## src/rtl/vga_pkg.sv

```systemverilog
// vga_pkg: shared 640x480 raster geometry (porch/sync/visible widths), counter and colour widths, bar helper.
// Latency: n/a (constants and a pure function only).
// Backpressure: n/a. Shared by vga_scan_ctrl and the pixel generator so both agree on the visible window.
package vga_pkg;

  localparam int CNT_W  = 10;   // scan counters; 799/524 max at default geometry
  localparam int RGB_W  = 8;    // RRRGGGBB

  // Horizontal line: back porch, visible, front porch, sync (scan origin is the back porch).
  localparam int H_BP   = 48;
  localparam int H_VIS  = 640;
  localparam int H_FP   = 16;
  localparam int H_SYNC = 96;

  // Vertical frame, same ordering.
  localparam int V_BP   = 33;
  localparam int V_VIS  = 480;
  localparam int V_FP   = 10;
  localparam int V_SYNC = 2;

  localparam int H_TOTAL_DEF = H_BP + H_VIS + H_FP + H_SYNC;  // 800
  localparam int V_TOTAL_DEF = V_BP + V_VIS + V_FP + V_SYNC;  // 525

  // Colour bars for the optional test pattern.
  localparam int BAR_W  = 80;
  localparam int N_BARS = 8;

  // x is the column relative to the first visible pixel. Bar k spreads its
  // three index bits across the R, G and B fields: {3{k[2]},3{k[1]},2{k[0]}}.
  function automatic logic [RGB_W-1:0] bar_color(input logic [CNT_W-1:0] x);
    logic [2:0] k;
    k = '0;
    for (int i = 1; i < N_BARS; i++) begin
      if (x >= CNT_W'(i * BAR_W)) k = 3'(i);
    end
    return {{3{k[2]}}, {3{k[1]}}, {2{k[0]}}};
  endfunction

endpackage

```

## src/rtl/vga_mod_counter.sv

```systemverilog
// vga_mod_counter: modulo-MOD up counter with enable and a wrap pulse on the enabled terminal count.
// Latency: count updates on the clk after en; wrap is combinational (en && count == MOD-1).
// Backpressure: none; en is the only throttle.
// Ports: clk, rst_n (async, active-low), en, count (0..MOD-1), wrap.
module vga_mod_counter
  import vga_pkg::*;
#(
  parameter int MOD = 800
) (
  input  logic             clk,
  input  logic             rst_n,
  input  logic             en,
  output logic [CNT_W-1:0] count,
  output logic             wrap
);

  localparam logic [CNT_W-1:0] LAST = CNT_W'(MOD - 1);

  assign wrap = en && (count == LAST);

  always_ff @(posedge clk or negedge rst_n) begin
    if (!rst_n) begin
      count <= '0;
    end else if (en) begin
      count <= (count == LAST) ? '0 : count + CNT_W'(1);
    end
  end

endmodule

```

## src/rtl/vga_scan_ctrl.sv

```systemverilog
// vga_scan_ctrl: VGA raster scan (col/row), colour-fetch handshake (req/next_color) and registered DAC outputs.
// Latency: each pixel spans 2 clk; req in its first clk, colour sampled at its end; rgb/hsync/vsync lag col/row by one pixel.
// Backpressure: none; the pixel generator must present next_color on the clk after every req.
// Ports: clk (2x pixel rate), rst_n (async, active-low), next_color, col, row, req, rgb (RRRGGGBB),
//   hsync/vsync (active-low), frame_start. Build option VGA_TEST_PATTERN_EN adds test_en (colour bars).
// Porch and sync widths are fixed; a non-default H_TOTAL/V_TOTAL grows or shrinks the visible area.
module vga_scan_ctrl
  import vga_pkg::*;
#(
  parameter int H_TOTAL = H_TOTAL_DEF,
  parameter int V_TOTAL = V_TOTAL_DEF
) (
  input  logic             clk,
  input  logic             rst_n,
`ifdef VGA_TEST_PATTERN_EN
  input  logic             test_en,
`endif
  input  logic [RGB_W-1:0] next_color,
  output logic [CNT_W-1:0] col,
  output logic [CNT_W-1:0] row,
  output logic             req,
  output logic [RGB_W-1:0] rgb,
  output logic             hsync,
  output logic             vsync,
  output logic             frame_start
);

  localparam int H_VIS_END    = H_TOTAL - H_FP - H_SYNC;  // first front-porch column
  localparam int H_SYNC_START = H_TOTAL - H_SYNC;
  localparam int V_VIS_END    = V_TOTAL - V_FP - V_SYNC;
  localparam int V_SYNC_START = V_TOTAL - V_SYNC;

  logic             pix_ce;
  logic             col_wrap;
  logic             row_wrap;
  logic             visible;
  logic             in_hsync;
  logic             in_vsync;
  logic [RGB_W-1:0] pix_color;

  // Pixel enable: low in the first clk of a pixel (request phase), high in
  // the second (colour arrives, outputs load, counters advance).
  always_ff @(posedge clk or negedge rst_n) begin
    if (!rst_n) pix_ce <= 1'b0;
    else        pix_ce <= ~pix_ce;
  end

  vga_mod_counter #(.MOD(H_TOTAL)) u_col (
    .clk   (clk),
    .rst_n (rst_n),
    .en    (pix_ce),
    .count (col),
    .wrap  (col_wrap)
  );

  // col_wrap already includes pix_ce, so the row steps once per line.
  vga_mod_counter #(.MOD(V_TOTAL)) u_row (
    .clk   (clk),
    .rst_n (rst_n),
    .en    (col_wrap),
    .count (row),
    .wrap  (row_wrap)
  );

  assign visible  = (col >= CNT_W'(H_BP)) && (col < CNT_W'(H_VIS_END)) &&
                    (row >= CNT_W'(V_BP)) && (row < CNT_W'(V_VIS_END));
  assign in_hsync = (col >= CNT_W'(H_SYNC_START));
  assign in_vsync = (row >= CNT_W'(V_SYNC_START));

  // One clk per visible pixel; the generator answers on the pix_ce=1 clk.
  assign req = ~pix_ce & visible;

`ifdef VGA_TEST_PATTERN_EN
  // req keeps flowing in pattern mode so the generator's view stays unchanged.
  assign pix_color = test_en ? bar_color(col - CNT_W'(H_BP)) : next_color;
`else
  assign pix_color = next_color;
`endif

  always_ff @(posedge clk or negedge rst_n) begin
    if (!rst_n) begin
      rgb         <= '0;
      hsync       <= 1'b1;
      vsync       <= 1'b1;
      frame_start <= 1'b0;
    end else begin
      // row_wrap implies the last pixel of the frame on a pix_ce edge.
      frame_start <= row_wrap;
      if (pix_ce) begin
        rgb   <= visible ? pix_color : '0;
        hsync <= ~in_hsync;
        vsync <= ~in_vsync;
      end
    end
  end

endmodule

```

## config.mk

```make
export PLATFORM = sky130hd
export DESIGN_NAME = vga_scan_ctrl
export DESIGN_NICKNAME = d
export VERILOG_FILES = /design/src/rtl/vga_pkg.sv /design/src/rtl/vga_mod_counter.sv /design/src/rtl/vga_scan_ctrl.sv
export SDC_FILE = /design/constraint.sdc
export NUM_CORES = 1
export LEC_CHECK = 0
export CAP_MARGIN = 5
export CORE_MARGIN = 8
export CORE_UTILIZATION = 45
export CTS_CLUSTER_DIAMETER = 120
export DETAILED_ROUTE_END_ITERATION = 6
export GPL_TIMING_DRIVEN = 0
export PLACE_DENSITY = 0.77
export SYNTH_ARGS = -nofsm -noshare
export SYNTH_HDL_FRONTEND = slang
export SYNTH_SLANG_ARGS = --single-unit
```

## constraint.sdc

```tcl
create_clock -name clk -period 3.4 [get_ports clk]
set_input_delay 0.85 -clock clk [delete_from_list [all_inputs] [get_ports clk]]
set_output_delay 0.85 -clock clk [all_outputs]
set_load 0.1 [all_outputs]
```

# [Word level (Yosys, flattened, before mapping)]
# Index checks and enable logic that the tools add are counted.
[word_totals] reg_bits=32 latch_bits=0 mem_bits_rw=0 mem_bits_ro=0 input_bits=10 output_inout_bits=32 n_memories=0
[op_classes] addsub=2 mul=0 div_mod_pow=0 n_lt_le_gt_ge=6 n_eq_ne=2 n_shift=0 n_mux=3 bitwise_logic=4 n_reduce_logical=5
[ops] op="$add A10 B1 Y10 const B" n=2
[ops] op="$eq A10 B10 Y1 const B" n=2
[ops] op="$ge A10 B10 Y1 const B" n=2
[ops] op="$ge A10 B6 Y1 const B" n=2
[ops] op="$lt A10 B10 Y1 const B" n=2
[ops] op="$mux W10" n=2
[ops] op="$mux W8" n=1
[ops] op="$logic_and A1 B1 Y1" n=5
[ops] op="$not A1 Y1" n=3
[ops] op="$and A1 B1 Y1" n=1

# [Logic depth before layout (Yosys ltp)]
# Gate-level depths: netlist (run 1).
[logic_depth] depth_word=5 mapped_depth=7 depth_no_buf=6

# [Hierarchy]
# A second synthesis (run 1) with hierarchy kept.
[hier_totals] hier_cells=158 area_unflattened_um2=1645.3
[by_module_without_submodules] mod="vga_scan_ctrl" instances=1 cells_per_inst=58 area_each_um2=604.3
[by_module_without_submodules] mod="vga_mod_counter at u_row" instances=1 cells_per_inst=50 area_each_um2=530.5
[by_module_without_submodules] mod="vga_mod_counter at u_col" instances=1 cells_per_inst=50 area_each_um2=510.5

# [Worst setup path after synthesis (run 1)]
# No wires, ideal clock.
[synth_path] kind="reg-to-output" startpoint="register u_row.count[0]" endpoint="output req" t_arrival_ns=4.094 t_required_ns=2.550 path_slack_ns=-1.544 path_stages_with_launch=8 path_buffers=1 cell_sequence="dfrtp_1 > inv_1 > ha_1 > or3b_1 > o31ai_1 > a22o_1 > buf_2 > nor3_1"
[synth_via] elab_chain_len=4
[synth_rtl] item="start: declaration" line="vga_mod_counter.sv:13" rtl="output logic [CNT_W-1:0] count,"
[synth_rtl] item="start signal: assignment" line="vga_mod_counter.sv:25" rtl="count <= (count == LAST) ? '0 : count + CNT_W'(1);"
[synth_rtl] item="$ge A10 B6 Y1" line="vga_scan_ctrl.sv:66" rtl="(row >= CNT_W'(V_BP)) && (row < CNT_W'(V_VIS_END));"
[synth_rtl] item="$logic_and A1 B1 Y1" line="vga_scan_ctrl.sv:65" rtl="assign visible = (col >= CNT_W'(H_BP)) && (col < CNT_W'(H_VIS_END)) &&"
[synth_rtl] item="$logic_and A1 B1 Y1 (*)" line="vga_scan_ctrl.sv:66"
[synth_rtl] item="$and A1 B1 Y1 (*)" line="vga_scan_ctrl.sv:71" rtl="assign req = ~pix_ce & visible;"
[synth_rtl] item="end: declaration" line="vga_scan_ctrl.sv:21" rtl="output logic req,"
# Mark *: on every way between the ends. The rest lies on a longest branch, timed or not.

# [Worst setup path after layout (run 1)]
# Ends and elaborated chain as after synthesis.

==> results of run 1 <==
## layer usage
layer | share of wire | up-vias | wire, um
met5 | 0 | - | 0
met4 | 0.011 | 0 | 46
met3 | 0.072 | 5 | 294
met2 | 0.49 | 51 | 2010
met1 | 0.42 | 717 | 1740
li1 | - | 705 | -
## stage by stage
step / utilization / total power, uW / worst slack [ps] / hold WS [ps]
after global placement: 0.594 / 406 / -301 / 468
final: 0.629 / 728 / 216 / 494
after global routing: 0.629 / 749 / 33.4 / 519
after floorplan: - / 388 / 22.7 / 554
after CTS: 0.627 / 737 / 29.2 / 503
after detailed placement: 0.601 / 410 / -308 / 479
## cell type report
cell class,count,area (um2),share of cell area
multi-input cells,118,772,0.346
plain buffers,7,30.0,0.0135
inverters,8,30.0,0.0135
clock buffers,7,65.1,0.0291
clock inverters,1,30.0,0.0135
repair buffers,42,439,0.197
flip-flops and latches,32,806,0.361
well taps,48,60.1,0.0269
## repair_timing
item                                    in CTS  in global routing
endpoints found under the setup margin       1                  1
endpoints found under the hold margin        0                  0
resized for setup                            5                  3
## power by group
group	internal (uW)	switching, uW
clock network	195	131
logic	12.3	9.20
registers	380	0
total	588	140
## flip-flops by register name, summed over array words and instances (netlist names)
name         flops
frame_start      1
hsync            1
u_col.count     10
vsync            1
pix_ce           1
rgb              8
u_row.count     10
## layout by cell type (no fill, tap or decap), types with 2 or more instances in the layout
cell type                          n
sky130_fd_sc_hd__clkdlybuf4s50_1  40
sky130_fd_sc_hd__dfrtp_1          28
sky130_fd_sc_hd__nand2_1          15
sky130_fd_sc_hd__nand4_1          14
sky130_fd_sc_hd__o21ai_0          13
sky130_fd_sc_hd__o2bb2ai_1         8
sky130_fd_sc_hd__inv_1             7
sky130_fd_sc_hd__nor2_1            7
sky130_fd_sc_hd__nand3_1           6
sky130_fd_sc_hd__xnor2_1           6
sky130_fd_sc_hd__ha_1              6
sky130_fd_sc_hd__nor3_1            5
sky130_fd_sc_hd__a21oi_1           5
sky130_fd_sc_hd__clkbuf_4          5
sky130_fd_sc_hd__a31oi_1           4
sky130_fd_sc_hd__clkbuf_1          3
sky130_fd_sc_hd__nor4_1            3
sky130_fd_sc_hd__buf_2             3
sky130_fd_sc_hd__or3_1             3
sky130_fd_sc_hd__and4_1            2
sky130_fd_sc_hd__xor2_1            2
sky130_fd_sc_hd__and3_1            2
sky130_fd_sc_hd__clkbuf_8          2
sky130_fd_sc_hd__dfstp_2           2
sky130_fd_sc_hd__dfrtp_2           2
## cells by family after synthesis
| family | count (synthesis) | share of synthesized area |
|---|---|---|
| AOI/OAI and AO/OA | 39 | 0.157 |
| xor gates and xnor gates | 8 | 0.0431 |
| adders and majority gates | 6 | 0.0462 |
| buffers and inverters | 15 | 0.0370 |
| DFF | 32 | 0.495 |
| muxes | 1 | 0.00616 |
| and+or+nand+nor | 64 | 0.216 |
## worst paths after layout
| kind | end | slack [ps] | cells past startpoint |
|---|---|---|---|
| setup / recovery | req | 220 | 8 |
| hold / removal | rgb[3] | 490 | 1 |
| setup reg to reg | u_row.count[8] | 1370 | 6 |
| hold reg to reg | rgb[3] | 490 | 1 |
| max in group asynchronous | hsync | 1860 | 2 |
| min in group asynchronous | u_col.count[2] | 930 | 1 |
==> PnR_summary.wiki, run 1 <==
{| class="wikitable"
! Metric !! Value
|-
| Gate count after technology mapping || 165
|-
| Count of buffers from port buffering || 41
|-
| Number of antenna diodes || 0
|-
| Endpoints failing setup || 0
|-
| CTS Buf Count || 5
|-
| Most frequent cells after synthesis || 30 x sky130_fd_sc_hd__dfrtp_1, 15 x sky130_fd_sc_hd__nand2_1, 14 x sky130_fd_sc_hd__nand4_1, 13 x sky130_fd_sc_hd__o21ai_0, 8 x sky130_fd_sc_hd__o2bb2ai_1
|-
| Area enclosed by the die boundary || 5790 um2
|-
| Status || finished clean
|-
| Yosys reg bits || 32
|-
| Wire length of the first global-routing pass || 7190 um
|-
| DIE WIDTH || 76.1 um
|-
| Number of nets at the end of the flow || 230
|-
| Category of the critical setup timing path || reg -> out
|-
| CTS hold repair buffers || 0
|-
| Total wire length || 4090 um
|-
| Most common cell in the netlist || sky130_fd_sc_hd__dfrtp_1
|-
| Total number of yosys warnings || 0
|-
| Number of DRC violations after detailed-routing iteration 0 || 94
|-
| Number of buffers and inverters on the critical path || 3
|-
| Area share of the largest cell type after synthesis || 0.462
|-
| Hold Crit Class || reg -> reg
|-
| Shortest clock period the worst path allows after layout || about 3200 ps
|-
| Maximum fanout count along the critical path || 9
|-
| Number of global-route vias before repair || 1491
|-
| Stage delay of the slowest cell on the critical path || around 460 ps
|-
| Slew at the pin with the worst max-slew slack || 1010 ps
|-
| Ports placed on the boundary || 42
|-
| # DRC || 0
|-
| Launching point of the worst reg2reg path || u_col.count[0]
|-
| Antenna Violating Nets Remaining || 0
|-
| Row Count || 22
|-
| Final hold vios || 0
|-
| Layout Area Growth over Synthesis || 37.4%
|-
| Data required, critical path || 2550 ps
|-
| Worst skew pair latency || around 330 ps
|-
| Top Usage Layer GRT || met2
|-
| Number of antenna violations at the first check in global routing || 0
|-
| Routability congestion estimate || 0.908
|-
| Post-layout instance area || 2230 um2
|-
| H-Tree Depth || 2
|-
| Cells along the critical path || inv_1 -> ha_1 -> or3b_1 -> nand3b_1 -> a22o_1 -> buf_2 -> nor3_4 -> buf_6
|-
| Final sum of negative setup slack || 0 ps
|-
| Root buffer cell || sky130_fd_sc_hd__clkbuf_4
|-
| Routed wire length per instance || 15.6 um
|-
| Met2 routing resource usage after global routing || 0.240
|-
| Fraction of the yosys area taken by sequential cells || 0.495
|-
| Met1 Usage GRT || 0.174
|-
| Library cells used by synthesis || 39
|-
| Maximum number of pins on one net before global-route repair || 21
|-
| Cell area after synthesis || 1620 um2
|-
| Leftover overflow at the end of global routing || 0
|-
| Setup repair after global routing missed its margin || false
|-
| Power per standard cell area || between 300 and 400 nW/um2
|-
| Startpoint types || flop
|-
| CP endpoint kind || output port
|-
| Clock slew seen by the registers of the worst setup and hold paths || ~100 ps
|-
| Total track usage || 0.147
|-
| Primary FF master, synth || sky130_fd_sc_hd__dfrtp_1
|-
| Via density || about 5.6
|-
| Fraction of met3 tracks used by global routing || 0.0472
|-
| Drt first pass iters || 4
|-
| Top cells by area in the synthesized netlist || sky130_fd_sc_hd__dfrtp_1 46%, sky130_fd_sc_hd__nand4_1 5.4%, sky130_fd_sc_hd__ha_1 4.6%
|-
| Fill count || 300
|-
| Worst EP arrival || 2330 ps
|-
| Final max-slew violation count || 0
|-
| HPWL after DPL || around 3100 um
|-
| Layout Skew || between 8 and 9 ps
|-
| Share of synthesized flip-flops with an asynchronous set or reset || 1.00
|-
| Hold wc startpoint || rgb[3]
|-
| TritonCTS clock tree || built
|-
| Max Buffers Root-to-Sink || 2
|-
| Post-Synthesis Net Count || 181
|-
| Initial Util || 0.457
|-
| VDD IR max || 0.219 mV
|-
| Number of flops mapped to enable cells by yosys || 0
|-
| Worst slew slack as a fraction of its limit || 0.326
|-
| Number of setup buffers added after CTS || 0
|-
| Non-filler cells in the finished layout || 263
|-
| Via total after detailed routing || 1478
|-
| Leakage || 0.000900 uW
|-
| Worst setup path start || u_row.count[0]
|-
| Biggest area consumer among synthesized cells || sky130_fd_sc_hd__dfrtp_1
|-
| Core Footprint || 3550 um2
|-
| Maximum operating frequency || between 300 and 400 MHz
|-
| Height of the die || approximately 76 um
|-
| Placed Cells || about 260
|-
| Fraction of layout instances using a drive strength above 1 || 0.0977
|-
| Clock sink count || 32
|-
| Critical-path cell with the highest stage delay || sky130_fd_sc_hd__dfrtp_2
|-
| Post-route fraction of the period consumed by the critical path || 0.936
|-
| Cell type group with the largest total delay on the critical path || simple AND/OR/NAND/NOR gates
|-
| Post-Place Cell Area || 2140 um2
|-
| Synthesized area per cell || 9.84 um2
|-
| Number of maximum-capacitance constraint violations || 0
|}
No activity file was read; power rests on OpenSTA's default activity.
==> run 2: changes to the inputs <==
--- a/config.mk
+++ b/config.mk
@@ -9,6 +9,7 @@
 export CORE_MARGIN = 8
 export CORE_UTILIZATION = 45
 export CTS_CLUSTER_DIAMETER = 120
+export CTS_CLUSTER_SIZE = 28
 export DETAILED_ROUTE_END_ITERATION = 6
 export GPL_TIMING_DRIVEN = 0
 export PLACE_DENSITY = 0.77
==> results of run 2 <==
Same layout as run 1: the final DEF is identical, and so are final timing and power.
==> run 3: changes to the inputs <==
--- a/config.mk
+++ b/config.mk
@@ -5,6 +5,7 @@
 export SDC_FILE = /design/constraint.sdc
 export NUM_CORES = 1
 export LEC_CHECK = 0
+export ABC_CLOCK_PERIOD_IN_PS = 3400
 export CAP_MARGIN = 5
 export CORE_MARGIN = 8
 export CORE_UTILIZATION = 45
@@ -12,7 +13,8 @@
 export CTS_CLUSTER_SIZE = 28
 export DETAILED_ROUTE_END_ITERATION = 6
 export GPL_TIMING_DRIVEN = 0
-export PLACE_DENSITY = 0.77
+export PLACE_DENSITY = 0.76
 export SYNTH_ARGS = -nofsm -noshare
 export SYNTH_HDL_FRONTEND = slang
+export SYNTH_HIERARCHICAL = 1
 export SYNTH_SLANG_ARGS = --single-unit
==> PnR_summary.wiki, run 3 <==
{| class="wikitable"
! Metric !! Value
|-
| Status || finished clean
|-
| Wire length of the first global-routing pass || 6590 um (-8.3%)
|-
| Critical-path cell with the highest stage delay || sky130_fd_sc_hd__or4_4
|-
| Post-route fraction of the period consumed by the critical path || 0.951 (+0.0145)
|-
| Fraction of layout instances using a drive strength above 1 || 0.159 (+0.0610)
|-
| DIE WIDTH || 76.5 um (+0.51%)
|-
| Total number of yosys warnings || 6 (+6)
|-
| Cell area after synthesis || 1650 um2 (+1.3%)
|-
| Yosys reg bits || 32 (unchanged)
|-
| Routability congestion estimate || 0.787 (-13%)
|-
| Power per standard cell area || 284 nW/um2 (-13%)
|-
| Number of antenna diodes || 0 (unchanged)
|-
| Final max-slew violation count || 0 (unchanged)
|-
| Layout Skew || 8.82 ps (+0.822 ps)
|-
| CTS Buf Count || 5 (unchanged)
|-
| Count of buffers from port buffering || 41 (unchanged)
|-
| Most common cell in the netlist || sky130_fd_sc_hd__dfrtp_1
|-
| Number of DRC violations after detailed-routing iteration 0 || 73 (-22%)
|-
| Number of flops mapped to enable cells by yosys || 0 (unchanged)
|-
| Endpoints failing setup || 0 (unchanged)
|-
| Worst skew pair latency || 330 ps (about the same)
|-
| Footprint of the multi-input gates || 774 um2 (+0.32%)
|-
| Ports placed on the boundary || 42 (unchanged)
|-
| Library cells used by synthesis || 45 (+15%)
|-
| H-Tree Depth || 2 (unchanged)
|-
| Top flop regs || u_col/count (10), u_row/count (10), rgb (8)
|-
| Fill count || 308 (+2.7%)
|-
| TritonCTS clock tree || built
|-
| Post-layout worst setup margin || 167 ps (-49.2 ps)
|-
| Top cells by area in the synthesized netlist || sky130_fd_sc_hd__dfrtp_1 46%, sky130_fd_sc_hd__nand2_1 4.3%, sky130_fd_sc_hd__o32ai_1 4.3%
|-
| Number of nets at the end of the flow || 220 (-4.3%)
|-
| Stage delay of the slowest cell on the critical path || 570 ps (+110 ps)
|-
| HPWL after DPL || 2820 um (-8.9%)
|-
| CP endpoint kind || output port
|-
| Biggest area consumer among synthesized cells || sky130_fd_sc_hd__dfrtp_1
|-
| Synthesized area per cell || 10.4 um2 (+5.8%)
|-
| Setup repair after global routing missed its margin || false
|-
| Worst slew slack as a fraction of its limit || 0.341 (+0.0149)
|-
| Drt first pass iters || 4 (unchanged)
|-
| Post-Synthesis Net Count || 171 (-5.5%)
|-
| Initial Util || 0.460 (+0.00243)
|-
| Row Count || 22 (unchanged)
|-
| Antenna Violating Nets Remaining || 0 (unchanged)
|-
| Via total after detailed routing || 1387 (-6.2%)
|-
| Number of setup buffers added after CTS || 0 (unchanged)
|-
| Post-layout instance area || 2210 um2 (-1.0%)
|-
| Final hold vios || 0 (unchanged)
|-
| Maximum operating frequency || 309 MHz (-1.5%)
|-
| Area share of the largest cell type after synthesis || 0.456 (-0.00598)
|-
| Via density || 5.42 (-3.6%)
|-
| Most frequent cells after synthesis || 30 x sky130_fd_sc_hd__dfrtp_1, 19 x sky130_fd_sc_hd__nand2_1, 16 x sky130_fd_sc_hd__inv_1, 8 x sky130_fd_sc_hd__o32ai_1, 7 x sky130_fd_sc_hd__nor3_1
|-
| Data required, critical path || 2550 ps (about the same)
|-
| Core Footprint || 3580 um2 (+0.78%)
|-
| Post-Place Cell Area || 2150 um2 (+0.70%)
|-
| Primary FF master, synth || sky130_fd_sc_hd__dfrtp_1
|-
| Startpoint types || flop
|-
| Clock sink count || 32 (unchanged)
|-
| Height of the die || 76.5 um (+0.51%)
|-
| Cells along the critical path || or4_4 -> o41ai_4 -> o31ai_4 -> nor3_4 -> clkbuf_4
|-
| Gate count after technology mapping || 158 (-4.2%)
|-
| Dpl ws || -281 ps (+27.4 ps)
|-
| Total track usage || 0.135 (-0.0121)
|-
| Maximum fanout count along the critical path || 9 (unchanged)
|-
| Clock slew seen by the registers of the worst setup and hold paths || 90 ps (about the same)
|-
| Leading cell types in the layout, fill and taps excluded || 40 x sky130_fd_sc_hd__clkdlybuf4s50_1, 23 x sky130_fd_sc_hd__dfrtp_1, 19 x sky130_fd_sc_hd__nand2_1
|-
| Maximum number of pins on one net before global-route repair || 21 (unchanged)
|-
| Routed wire length per instance || 14.9 um (-4.3%)
|-
| Root buffer cell || sky130_fd_sc_hd__clkbuf_4
|-
| Max Buffers Root-to-Sink || 2 (unchanged)
|-
| Shortest clock period the worst path allows after layout || 3230 ps (+49.2 ps)
|-
| Worst EP arrival || 2380 ps (+50 ps)
|-
| Most common cell after layout, fill and taps aside || sky130_fd_sc_hd__clkdlybuf4s50_1
|-
| Layout Area Growth over Synthesis || 34.3%
|-
| Number of global-route vias before repair || 1390 (-6.8%)
|-
| Total wire length || 3810 um (-6.9%)
|-
| Category of the critical setup timing path || reg -> out
|-
| Leakage || 0.000906 uW (+0.66%)
|-
| Flip-flop and latch area || 812 um2 (+0.78%)
|-
| Number of maximum-capacitance constraint violations || 0 (unchanged)
|-
| Fraction of the yosys area taken by sequential cells || 0.488 (-0.00639)
|-
| Hold Crit Class || reg -> reg
|-
| Number of antenna violations at the first check in global routing || 0 (unchanged)
|-
| VDD IR max || 0.212 mV (-3.4%)
|-
| Area enclosed by the die boundary || 5850 um2 (+1.0%)
|-
| Share of synthesized flip-flops with an asynchronous set or reset || 1.00 (unchanged)
|-
| Leftover overflow at the end of global routing || 0 (unchanged)
|-
| # DRC || 0 (unchanged)
|-
| Slew at the pin with the worst max-slew slack || 985 ps (-22.3 ps)
|-
| CTS hold repair buffers || 0 (unchanged)
|}
[run 3: changes by cell type after synthesis, moves of 4 or more]
cell / previous run / this run
sky130_fd_sc_hd__o21ai_0: 13 / 3
sky130_fd_sc_hd__inv_1: 7 / 16
sky130_fd_sc_hd__nand4_1: 14 / 6
sky130_fd_sc_hd__o2bb2ai_1: 8 / 0
sky130_fd_sc_hd__o32ai_1: 0 / 8
sky130_fd_sc_hd__a31oi_1: 4 / 0
sky130_fd_sc_hd__nand2_1: 15 / 19
[run 3: cells by family after synthesis]
logic type / Yosys count / synth area share
buffers and inverters: 20 / 0.0479
AND/OR/NAND/NOR: 59 / 0.214
flip-flops: 32 / 0.488
adder cells (fa/ha/maj): 3 / 0.0228
AO/OA/AOI/OAI: 32 / 0.163
multiplexers: 1 / 0.00608
XOR/XNOR: 11 / 0.0586
[run 3: where the power goes]
part | internal (uW) | switching, uW | total, uW
Clock | 98.3 | 128 | 226
Sequential | 380 | 0 | 380
Combinational | 11.3 | 9.97 | 21.3
[run 3: worst paths after layout]
| check | start | to | slack, ps | depth (start not counted) |
|---|---|---|---|---|
| worst max-delay path | u_row/count[2] | req | 170 | 5 |
| worst min-delay path | u_row/count[7] | u_row/count[7] | 520 | 1 |
| worst max register to register | u_col/count[0] | u_row/count[9] | 1060 | 8 |
| worst min register to register | u_row/count[7] | u_row/count[7] | 520 | 1 |
| max in group asynchronous | rst_n | vsync | 1890 | 2 |
| min in group asynchronous | rst_n | u_col/count[4] | 890 | 1 |
[run 3: metrics by stage]
stage	TNS (ps)	instances	hold slack (ps)	util	power (uW)
final	0	256	519	0.617	628
after global routing	0	256	552	0.617	650
after CTS	0	256	523	0.617	637
after detailed placement	-281	248	508	0.601	410
after global placement	-277	247	513	0.597	407
after floorplan	0	158	554	-	390
[run 3: layer usage]
| metal | GRT usage | part of all wire | up-vias |
|---|---|---|---|
| met5 | 0 | 0 | - |
| met1 | 0.160 | 0.47 | 660 |
| met2 | 0.204 | 0.43 | 49 |
| met4 | 0.0635 | 0.018 | 0 |
| li1 | - | - | 670 |
| met3 | 0.0578 | 0.086 | 8 |
[run 3: layout make-up]
| cell class | instances | area share |
|---|---|---|
| Tap cell | 48 | 0.0272 |
| Sequential cell | 32 | 0.367 |
| Inverter | 16 | 0.0272 |
| Clock inverter | 2 | 0.00453 |
| Timing Repair Buffer | 42 | 0.191 |
| Clock buffer | 6 | 0.0232 |
| Buffer | 4 | 0.00849 |
| Multi-Input combinational cell | 106 | 0.351 |
[run 3: what timing repair did]
action | CTS | global route
gates cloned | 0 | 0
gates resized for setup | 5 | 1
endpoints found under the setup margin | 1 | 1
[run 3: critical path, delay by kind of cell, from the launching register on]
family / cells / cell delay, ps
compound gates: 2 / 470
buf+inv: 1 / 350
flops: 1 / 470
simple gates: 2 / 760
